===== src/rtl/hazard_controller.sv =====
// -----------------------------------------------------------------------------
// hazard_controller
//
// Hazard unit for a five-stage pipeline (F/D/E/M/W) with an iterative
// multiplier that occupies Execute for MUL_CYCLES cycles.
//
// Parameter
//   MUL_CYCLES   Execute-stage occupancy of a multiply in cycles (2..16).
//
// Configuration macro
//   HAZARD_FWD_EN  defined   : M/W -> E operand forwarding is generated.
//                  undefined : forwarding selects are tied to 00 and any
//                              Decode read of a register still being written
//                              by E or M stalls Decode (W writes first half
//                              of the cycle, so a W match needs no stall).
//
// Ports
//   clk                        sole clock, all state on the rising edge
//   reset                      asynchronous, active-low
//   RA1D, RA2D                 Decode source registers
//   RA1E, RA2E                 Execute source registers
//   WA3E, WA3M, WA3W           destination registers in E/M/W
//   RegWriteE/M/W              register write enables in E/M/W
//   MemtoRegE                  load in Execute
//   PCSrcD/E/M/W               instruction writing the PC in that stage
//   BranchTakenE               taken branch resolved in Execute
//   MulStartE                  multiply present in Execute
//   ForwardAE, ForwardBE       00 regfile, 01 ResultW, 10 ALUResultM
//   StallF, StallD, StallE     hold the stage register
//   FlushD, FlushE, FlushM     load a bubble into the stage register
//   MulBusy                    multiplier occupied (stalling) this cycle
//   MulDoneE                   multiply result valid this cycle
//   dbg_state                  multiplier FSM state: 0 IDLE, 1 BUSY, 2 DONE
//   dbg_cnt                    multiplier down-counter
//
// Handshake: there is no valid/ready pair here. MulStartE is a level that is
// honoured only in IDLE; while the multiplier is BUSY/DONE the same
// instruction is still sitting in Execute, so MulStartE is ignored.
// -----------------------------------------------------------------------------
module hazard_controller #(
  parameter int MUL_CYCLES = 4
) (
  input  logic       clk,
  input  logic       reset,
  input  logic [3:0] RA1D,
  input  logic [3:0] RA2D,
  input  logic [3:0] RA1E,
  input  logic [3:0] RA2E,
  input  logic [3:0] WA3E,
  input  logic [3:0] WA3M,
  input  logic [3:0] WA3W,
  input  logic       RegWriteE,
  input  logic       RegWriteM,
  input  logic       RegWriteW,
  input  logic       MemtoRegE,
  input  logic       PCSrcD,
  input  logic       PCSrcE,
  input  logic       PCSrcM,
  input  logic       PCSrcW,
  input  logic       BranchTakenE,
  input  logic       MulStartE,
  output logic [1:0] ForwardAE,
  output logic [1:0] ForwardBE,
  output logic       StallF,
  output logic       StallD,
  output logic       StallE,
  output logic       FlushD,
  output logic       FlushE,
  output logic       FlushM,
  output logic       MulBusy,
  output logic       MulDoneE,
  output logic [1:0] dbg_state,
  output logic [3:0] dbg_cnt
);

  if (MUL_CYCLES < 2 || MUL_CYCLES > 16) begin : g_bad_param
    $error("hazard_controller: MUL_CYCLES must be in 2..16");
  end

  localparam logic [3:0] CNT_LOAD = 4'(MUL_CYCLES - 2);
  localparam logic [3:0] PC_REG   = 4'd15;

  typedef enum logic [1:0] {
    IDLE = 2'd0,
    BUSY = 2'd1,
    DONE = 2'd2
  } mul_state_t;

  mul_state_t state, state_next;
  logic [3:0] cnt, cnt_next;
  logic       mul_stall;
  logic       mul_done;

  // ---------------------------------------------------------------------------
  // Multiplier sequencing
  // The IDLE cycle in which MulStartE appears is the first stall cycle, so
  // BUSY must last MUL_CYCLES-2 cycles. cnt is loaded with MUL_CYCLES-2 and
  // BUSY hands over to DONE on the cycle in which it decrements to zero.
  // With MUL_CYCLES==2 there is no BUSY cycle at all: IDLE goes straight to
  // DONE.
  // ---------------------------------------------------------------------------
  always_ff @(posedge clk or negedge reset) begin
    if (!reset) begin
      state <= IDLE;
      cnt   <= 4'd0;
    end else begin
      state <= state_next;
      cnt   <= cnt_next;
    end
  end

  always_comb begin
    state_next = state;
    cnt_next   = cnt;
    mul_stall  = 1'b0;
    mul_done   = 1'b0;
    case (state)
      IDLE: begin
        if (MulStartE) begin
          mul_stall = 1'b1;
          cnt_next  = CNT_LOAD;
          if (CNT_LOAD == 4'd0) state_next = DONE;
          else                  state_next = BUSY;
        end
      end
      BUSY: begin
        mul_stall = 1'b1;
        if (cnt != 4'd0) cnt_next = cnt - 4'd1;
        // cnt<=1 rather than ==1 so a corrupted zero count still terminates
        if (cnt <= 4'd1) state_next = DONE;
      end
      DONE: begin
        // Same instruction still in Execute: MulStartE is not a new request.
        mul_done   = 1'b1;
        cnt_next   = 4'd0;
        state_next = IDLE;
      end
      default: begin
        state_next = IDLE;
        cnt_next   = 4'd0;
      end
    endcase
  end

  assign MulBusy   = mul_stall;
  assign MulDoneE  = mul_done;
  assign dbg_state = state;
  assign dbg_cnt   = cnt;

  // ---------------------------------------------------------------------------
  // Data hazards
  // ---------------------------------------------------------------------------
  logic ldr_stall;
  logic raw_stall;
  logic pc_wr_pending;

  assign ldr_stall     = MemtoRegE && ((WA3E == RA1D) || (WA3E == RA2D));
  assign pc_wr_pending = PCSrcD || PCSrcE || PCSrcM;

`ifdef HAZARD_FWD_EN
  // M is the younger producer, so it takes priority over W. R15 is the PC
  // and is read from its own path, never from the forwarding network.
  function automatic logic [1:0] fwd_sel(input logic [3:0] src);
    logic [1:0] sel;
    sel = 2'b00;
    if (src != PC_REG) begin
      if (RegWriteM && (WA3M == src))      sel = 2'b10;
      else if (RegWriteW && (WA3W == src)) sel = 2'b01;
    end
    return sel;
  endfunction

  assign ForwardAE = fwd_sel(RA1E);
  assign ForwardBE = fwd_sel(RA2E);
  assign raw_stall = 1'b0;

  logic unused_nofwd;
  assign unused_nofwd = RegWriteE;
`else
  // Without forwarding Decode must wait until the producer reaches W.
  logic hit1, hit2;
  assign hit1 = (RegWriteE && (WA3E == RA1D)) || (RegWriteM && (WA3M == RA1D));
  assign hit2 = (RegWriteE && (WA3E == RA2D)) || (RegWriteM && (WA3M == RA2D));

  assign ForwardAE = 2'b00;
  assign ForwardBE = 2'b00;
  assign raw_stall = hit1 || hit2;

  logic unused_fwd;
  assign unused_fwd = ^{RA1E, RA2E, WA3W, RegWriteW, PC_REG};
`endif

  // ---------------------------------------------------------------------------
  // Stall / flush
  // A multiply holds E and bubbles M. While it does, E must not be flushed:
  // the stalled multiply would be lost, so StallE overrides FlushE.
  // ---------------------------------------------------------------------------
  assign StallF = ldr_stall || pc_wr_pending || mul_stall || raw_stall;
  assign StallD = ldr_stall || mul_stall || raw_stall;
  assign StallE = mul_stall;

  assign FlushD = pc_wr_pending || PCSrcW || BranchTakenE;
  assign FlushE = (ldr_stall || BranchTakenE || raw_stall) && !mul_stall;
  assign FlushM = mul_stall;

endmodule

===== config.mk =====
export PLATFORM = sky130hd
export DESIGN_NAME = hazard_controller
export DESIGN_NICKNAME = d
export VERILOG_FILES = /design/src/rtl/hazard_controller.sv
export SDC_FILE = /design/constraint.sdc
export NUM_CORES = 1
export LEC_CHECK = 0
export CAP_MARGIN = 20
export CORE_MARGIN = 4
export CORE_UTILIZATION = 29
export DETAILED_ROUTE_END_ITERATION = 8
export PLACE_DENSITY = 0.8
export SLEW_MARGIN = 40
export SYNTH_ARGS = -nofsm -noshare
export SYNTH_HDL_FRONTEND = slang
export SYNTH_SLANG_ARGS = --single-unit

===== constraint.sdc =====
create_clock -name clk -period 1.8 [get_ports clk]
set_clock_uncertainty 0.1 [all_clocks]
set_input_delay 0.45 -clock clk [delete_from_list [all_inputs] [get_ports clk]]
set_output_delay 0.45 -clock clk [all_outputs]
set_load 0.05 [all_outputs]

After elaboration in Yosys (flattened, before gate mapping):

Index checks and enable logic that the tools add are counted.

* input bits: 40
* word-level logic and storage cells: 48
* register bits: 6

* $add $sub $neg: 1
* order comparisons: 1
* equal/unequal tests: 9
* multiplexer cells: 9
* reductions and logical operators: 26

Operators by type and width (count)
* equality test 4 bit: 4
* logical OR 1 bit: 15
* 2-to-1 mux 4 bit: 2
* case mux 4 bit (2 select lines): 1
* logical AND 1 bit: 6
* inequality test 2 bit (second input constant): 3
* <= comparator 4 x 1 -> 1 bit (second input constant): 1
* 2-to-1 mux 2 bit: 2
* case mux 2 bit (2 select lines): 1
* AND reduction 2 bit: 2
* nonzero test 4 bit: 1
* subtractor 4 x 1 -> 4 bit (second input constant): 1
* equality test 2 x 1 -> 1 bit (second input constant): 1
* equality test 2 bit (second input constant): 1
* logical NOT 2 bit: 1
* 2-to-1 mux 1 bit: 2
* case mux 1 bit (2 select lines): 1
* logical NOT 1 bit: 1

Logic depth before layout (Yosys ltp):

* depth in word-level cells: 6
* depth in mapped cells: 5
* gate-level depth less buffers: 5

Worst setup path before layout:

No wires, ideal clock.

* path kind: reg2out
* from: register state[0], in the netlist dbg_state[0]
* to: output StallF
* slack: -952 ps
* stages on the path, launching flop included: 4
* path buffers: 0
* data arrival time: 2202 ps
* required time: 1250 ps
* cells stage by stage: dfrtp_1 -> nor2_1 -> nor2_1 -> nand4b_1

* longest elaborated chain between the ends: 4
* elaborated cells on any way between the ends: 5

Ends and longest elaborated chain
* start, declared: line 89 `mul_state_t state, state_next;`
* start signal, assigned: line 107 `state <= state_next;`
* equality test 2 x 1 -> 1 bit / logical NOT 2 bit (equally long branches): line 117 `case (state)`
* case mux 1 bit (2 select lines) *: line 117
* named net FlushM: line 69 `output logic FlushM,`
* logical OR 1 bit * (2 in a row): line 198 `assign StallF = ldr_stall || pc_wr_pending || mul_stall || raw_stall;`
* end, declared: line 64 `output logic StallF,`

Mark *: on every way through the listed nets, which the timed path passes. The rest lies on a longest branch.

Worst setup path in the final report:

* from: input WA3E[2]
* to: output FlushE

* longest elaborated chain between the ends: 6
* elaborated cells on any way between the ends: 12

Ends and longest elaborated chain
* start, declared: line 49 `input logic [3:0] WA3E,`
* equality test 4 bit, on equally long branches: line 157, 182, 183
* logical OR 1 bit (tied with other cells): line 157 `assign ldr_stall = MemtoRegE && ((WA3E == RA1D) || (WA3E == RA2D));`
* logical AND 1 bit (tied with other cells): line 157
* logical OR 1 bit, on equally long branches: line 203, 187
* logical OR 1 bit *: line 203 `assign FlushE = (ldr_stall || BranchTakenE || raw_stall) && !mul_stall;`
* logical AND 1 bit *: line 203
* end, declared: line 68 `output logic FlushE,`

Mark *: on every way between the ends. The rest lies on a longest branch, timed or not.

==> flow_summary.ini <==
[floorplan]
initial_core_util = 0.319
dieArea_sq_um = 2760
fp.dieH_microns = 52.5
core_sq_um = 1800
fp.dieW_microns = 52.5
core.rowCount = 15
ios = 58

[cts]
cts.clk_slew.worst_paths_ps = 50
cts-root-buf = clkbuf_4
cts.path.max_buffers = 2
hold_buffers = 0
htreeDepth = 1
cts_sinks = 6
worstSkewPairLatency_ps = 250
cts_tree = yes
numCtsBuffers = 3

[logic_synthesis]
syn_area_sq_um = 574
synth_cell_types = 21
ys_seq_elements = 6
syn_avg_cell_area_sq_um = 8.45
yosysSeqAreaShare = 0.261
postSynthCellCount = 68
synth_warnings = 0

[finish]
area_growth_pct = 119
nets = 159
final_cell_mix = xor2_1, buf_12, buf_6, buf_2, buf_4
drive_above_1_share = 0.483
diodes = 0
layout_commonest_cell = xor2_1

[sta]
min_period_ps = 2070
worst_slack_ps = -266
setup_viol = 3
worst_hold_slack_ps = 339
finalHoldViolCount = 0
rsz0062_at_grt = true
fin_crit_sh = 1.15
tns_ps = -753
slew_violations = 0
fmax_mhz = 484

[worst_setup_path]
timing.critical_path.arrival_ps = 1520
critPathCaptureType = output port
crit_required_ps = 1250
path_class = in2out
start_kind = input pin
crit_fanout = 3

[grt]
grt.total_usage = 0.161
grt_antenna_before_repair = 0
grt_pass1_wl_microns = 3220
grt-ovfl-total = 0
grt_pass1_vias = 712
grt_max_degree = 9

[placed_design]
place_ws_ps = -707
post-dp-hpwl_microns = 1710
place_congestion = 0.754
portBuffers = 40

[pwr]
ir_drop_uv = 895
p_per_area_nw_per_um2 = 1430
power.leakage_uw = 0.000562

[min_path]
hp-class = in2async

[detailed_routing]
via_per_inst = 4.99
routed_wl_microns = 2150
wire_per_inst_microns = 15.2
ant_nets = 0
drt_iter0_markers = 17
drc_errors = 0
vias = 703
firstDrtPassIters = 4

[flow_run]
cap_violations = 0

[status]
status = finished with violations
violations = setup timing
## critical path, stage by stage
cell and delay [ps]:
buf_8 100, xor2_2 160, nor4_2 290, o22ai_2 160
a31oi_4 180, buf_12 160
## path summary, 6_finish.rpt
check / start / end / slack, ps / depth (start not counted)
worst max-delay path: WA3E[2] / FlushE / -270 / 6
worst min-delay path: reset / dbg_cnt[2]$_DFFE_PN0P_ / 340 / 1
worst max register to register: dbg_cnt[1]$_DFFE_PN0P_ / dbg_cnt[0]$_DFFE_PN0P_ / 290 / 5
worst min register to register: dbg_state[1]$_DFFE_PN0P_ / dbg_cnt[2]$_DFFE_PN0P_ / 490 / 2
max in group asynchronous: reset / dbg_state[1]$_DFFE_PN0P_ / 1020 / 1
min in group clk: dbg_state[1]$_DFFE_PN0P_ / dbg_cnt[2]$_DFFE_PN0P_ / 490 / 2
## kinds of logic after synthesis
kind of cell	Yosys count	share of synthesized area
AOI/OAI and AO/OA	14	0.155
and+or+nand+nor	20	0.192
buffers and inverters	9	0.0980
xor gates and xnor gates	16	0.244
adders and majority gates	2	0.0436
DFF	6	0.261
other	1	0.00653
## stage by stage
step | cell area (sq um) | instances | util | power, uW
after floorplan | 618 | 71 | - | 958
after global placement | 1170 | 135 | 0.649 | 1590
after detailed placement | 1170 | 135 | 0.649 | 1620
after CTS | 1220 | 141 | 0.675 | 1780
after global routing | 1260 | 141 | 0.699 | 1890
final | 1260 | 141 | 0.699 | 1810
## cell usage after synthesis (all sizes together)
library cell,n,area (sq um)
xor2,16,140
nor2b,2,12.5
nand4b,2,17.5
a211oi,2,15.0
nand2,2,7.51
o21ai,4,20.0
o22ai,1,6.26
nand3b,1,7.51
o31a,2,17.5
a21boi,1,7.51
nor4,6,37.5
conb,1,3.75
ha,2,25.0
nor3,1,5.00
nor2,6,22.5
a31oi,2,12.5
inv,3,11.3
a21oi,2,10.0
buf,6,45.0
dfrtp,6,150
## repair_timing
action	CTS	global route
endpoints found under the setup margin	7	8
endpoints found under the hold margin	0	0
resized for setup	85	11
pin swaps	22	5
cloned	0	0
setup buffers	2	0
## where the power goes
part           switching [uW]  internal, uW  total [uW]
clock                    53.3          84.2         138
combinational             743           661        1400
sequential               71.3           192         264
total                     867           938        1810
## sequential cells by signal, summed over array words and instances, names as in the netlist
register   cells
dbg_cnt        4
dbg_state      2
## routing by layer
layer  wire length [microns]  vias up  part of all wire  track usage
met5                       0        -                 0            0
met4                      36        0             0.017       0.0468
met3                     126        8             0.059       0.0427
met2                    1230       36              0.57        0.304
met1                     751      332              0.35        0.171
li1                        -      327                 -            -
## cell type report
cell class	count	area, sq um
timing repair buffer	47	569
fill	125	542
multi-input combinational	56	469
sequential	6	153
tap	25	31.3
clock buffer	4	26.3
inverter	3	11.3
Note: power is estimated with default switching activity, not from simulation.
==> RTL edit 1, RTL diff (config.mk and constraints unchanged) <==
Make the reset (`reset`) synchronous in one clocked block. Comments in the files are not updated.
--- a/src/rtl/hazard_controller.sv
+++ b/src/rtl/hazard_controller.sv
@@ -99,7 +99,7 @@
   // With MUL_CYCLES==2 there is no BUSY cycle at all: IDLE goes straight to
   // DONE.
   // ---------------------------------------------------------------------------
-  always_ff @(posedge clk or negedge reset) begin
+  always_ff @(posedge clk) begin
     if (!reset) begin
       state <= IDLE;
       cnt   <= 4'd0;
Formal check against the unedited RTL: differs if reset is asserted again (counterexample within 4 cycles, from zero or initial values and one cycle with reset low); with reset held inactive, the same outputs for 10 cycles.
==> RTL edit 1 against the original RTL <==
The run still ends with setup timing left. Wire length fell by 2.8%. Critical path type unchanged. Critical path depth stayed put. Register-to-register slack got worse by 0.08 ns. Worst setup slack got worse by 0.041 ns. Sequential cell count is the same. Highest routed layer unchanged. Sequential share of layout area fell by 2.1 points. Design area rose by 1.2%. Area after synthesis up 10%.
Power is not compared: it rests on default switching activity, and its combinational part moved more than twofold at a synthesized area within 25%.
==> RTL edit 1: results (changes against the original RTL) <==
fillers: 174  # was 125
fin_nets: 165  # was 159
grt_pass1_vias: 775  # was 712
yosysSeqAreaShare_pct: 18.9  # was 26.1%
status: "complete, but fails checks"  # unchanged
r2r_slack_ns: 0.21  # was 0.29 ns
yosysUniqueCellTypes: 31  # was 21
drive_above_1_share_pct: 50.8  # was 48.3%
met1_usage_pct: 14.4  # was 17.1%
whs_ns: 0.416  # was 0.339 ns
synthTopCellsByCount: "xor2_1 (16), nor2_1 (9), buf_4 (6), dfxtp_1 (6)"  # was xor2_1 (16), buf_4 (6), dfrtp_1 (6), nor2_1 (6), nor4_1 (6)
crit_start: "RA2D[3]"  # was WA3E[2]
max_stage_delay_ns: 0.31  # was 0.29 ns
layout_setup_ws_ns: -0.307  # was -0.266 ns
violations: "setup timing"  # unchanged
hpwl_um: 1750  # was 1710 um
fin_tns_setup_ns: -0.888  # was -0.753 ns
wl_met1_um: 672  # was 751 um
grt_max_degree: 13  # was 9
synth_ff_type: "dfxtp_1"  # was dfrtp_1
seq_share_pct: 10.0  # was 12.1%
r2r-end: "dbg_cnt[1]"  # was dbg_cnt[0]
grtUsageMet2_pct: 28.0  # was 30.4%
wl_met3_um: 330  # was 126 um
ys_top_cells_by_area: "xor2_1 (22%), dfxtp_1 (19%), buf_4 (7.1%), nor2_1 (5.3%), ha_1 (3.9%)"  # was dfrtp_1 (26%), xor2_1 (24%), buf_4 (7.8%), nor4_1 (6.5%), ha_1 (4.4%)
multi_input_area_share_pct: 44.3  # was 37.2%
async_reset_ff_share_pct: 0  # was 100%
setup_viol_count_final: 3  # unchanged
arrival_ns: 1.56  # was 1.52 ns
vias: 732  # was 703
num-multi-input-gates: 64  # was 56
-- RTL edit 1: changes by cell type in the layout (fill, tap and decap cells not counted), sizes merged, moves of 3 or more --
| cell | unedited run | this run |
|---|---|---|
| o21ai | 4 | 1 |
| dfxtp | 0 | 6 |
| nor2 | 6 | 9 |
| nor3b | 0 | 4 |
| dfrtp | 6 | 0 |
-- RTL edit 1: critical path, delay by kind of cell --
kind | cells | cell delay [ns]
xor gates and xnor gates | 1 | 0.17
buffers and inverters | 2 | 0.26
and+or+nand+nor | 1 | 0.31
AOI/OAI and AO/OA | 2 | 0.37
-- RTL edit 1: what timing repair did --
item | 4_1_cts | 5_1_grt
pin swaps | 21 | 7
setup buffers | 1 | 0
endpoints found under the setup margin | 7 | 5
resized for setup | 91 | 11
hold buffers | 0 | 0
-- RTL edit 1: cells by family (layout without fill, tap and decap cells) --
kind of cell,Yosys count,count (layout),share of synthesized area (%)
compound gates,11,11,12.8
flops,6,6,18.9
buf+inv,11,52,11.2
simple gates,29,29,27.6
other cells,1,4,0.591
xor+xnor,18,18,24.9
fa+ha+maj,2,2,3.94
-- RTL edit 1: per-stage QoR --
| stage | util, % | worst slack, ns | std cells | area (um2) |
|---|---|---|---|---|
| floorplan | - | -0.219 | 81 | 678 |
| global placement | 59.4 | -0.683 | 145 | 1200 |
| detailed placement | 59.4 | -0.739 | 145 | 1200 |
| CTS | 61.8 | -0.347 | 150 | 1250 |
| global route | 63.1 | -0.381 | 149 | 1270 |
| finish | 63.1 | -0.307 | 149 | 1270 |
-- RTL edit 1: power groups by stage --
stage                     combinational [uW]  sequential, uW  clock [uW]
after global routing                     576             183         156
after detailed placement                 530             181           0
after floorplan                          255             224           0
after global placement                   521             179           0
after CTS                                540             179         148
final                                    543             179         139
==> RTL edit 2, RTL diff (same settings) <==
Without the edit above. Build with the macro `HAZARD_FWD_EN` defined.
--- a/src/rtl/hazard_controller.sv
+++ b/src/rtl/hazard_controller.sv
@@ -37,6 +37,8 @@
 // honoured only in IDLE; while the multiplier is BUSY/DONE the same
 // instruction is still sitting in Execute, so MulStartE is ignored.
 // -----------------------------------------------------------------------------
+`define HAZARD_FWD_EN
+
 module hazard_controller #(
   parameter int MUL_CYCLES = 4
 ) (
Function: changed (a bounded check fails within 4 cycles, from zero or initial values and one cycle with reset low).
==> RTL edit 2 against the original RTL <==
The flow still finishes with violations (setup timing). Design area increased by 48%. Register-to-register slack got worse by 0.19 ns. Power increased by 19%. Final cell count increased by 38%. Area after synthesis increased by 27%. Sequential share of layout area decreased by 3.8 points. Combinational power increased by 22%. Clock power increased by 13%. Worst setup slack got worse by 0.0038 ns. Utilization increased by 11 points. Die area increased by 23%. Synthesized cell count increased by 34%. Sequential cell count unchanged. Wire length increased by 62%. Largest cell class unchanged.
==> RTL edit 2: results (changes against the original RTL) <==
yosysSeqAreaShare_pct: 20.5  # was 26.1%
inverters: 6  # was 3
wl_met1_um: 1060  # was 751 um
synthTopCellsByCount: "xor2_1 (14), xnor2_1 (9), nor3_1 (7)"  # was xor2_1 (16), buf_4 (6), dfrtp_1 (6), nor2_1 (6), nor4_1 (6)
buffer_area_share_pct: 45.7  # was 45.2%
num-multi-input-gates: 76  # was 56
violations: "setup timing"  # unchanged
dpl.cell_count: 184  # was 135
ir_drop_uv: 1070  # was 895 uV
row_count: 17  # was 15
fin_tns_setup_ns: -1.62  # was -0.753 ns
wl_met3_um: 219  # was 126 um
fin_cells: 195  # was 141
switching_share_pct: 47.2  # was 48.0%
met3_usage_pct: 4.45  # was 4.27%
layout_setup_ws_ns: -0.270  # was -0.266 ns
status: "complete, but fails checks"  # unchanged
setup_viol_count_final: 10  # was 3
placed_cell_area_um2: 1620  # was 1170 um2
cpLargestDelayFamily: "simple AND/OR/NAND/NOR gates"  # was compound AO/OA/AOI/OAI gates
synth-xor-area-share_pct: 27.5  # was 24.4%
ys_top_cells_by_area: "dfrtp_1 (21%), xor2_1 (17%), xnor2_1 (11%), ha_1 (5.1%), nor3_1 (4.8%)"  # was dfrtp_1 (26%), xor2_1 (24%), buf_4 (7.8%), nor4_1 (6.5%), ha_1 (4.4%)
grt_usage_pct: 21.6  # was 16.1%
p_leak_uw: 0.000799  # was 0.000562 uW
met1_usage_pct: 19.8  # was 17.1%
cts_setup_buffers: 6  # was 2
fillers: 141  # was 125
-- RTL edit 2: changes by cell type in the layout (fill, tap and decap cells not counted), moves of 3 or more --
cell,unedited run,this run
buf_2,7,14
buf_12,13,18
buf_4,6,15
nor3_1,0,4
conb_1,4,0
clkdlybuf4s15_1,0,5
xor2_2,2,6
xnor2_1,0,7
buf_6,9,12
xor2_1,14,6
-- RTL edit 2: worst max path at each step --
stage	slack, ns	cells after the start	start	endpoint
2_1_floorplan	-0.20	4	dbg_state[0]	FlushE
3_3_place_gp	-0.61	6	WA3E[1]	FlushE
3_5_place_dp	-0.80	6	WA3E[1]	FlushE
4_1_cts	-0.26	6	RA2D[0]	FlushE
5_1_grt	-0.33	6	RA2D[2]	FlushE
6_report	-0.27	6	RA2D[0]	FlushE
-- RTL edit 2: worst reg2reg max path, cell delays in order, from the launching register on --
cell	delay [ns]
dfrtp_2	0.44
inv_1	0.13
ha_1	0.19
nor3b_4	0.23
mux2_4	0.33
a211oi_2	0.20
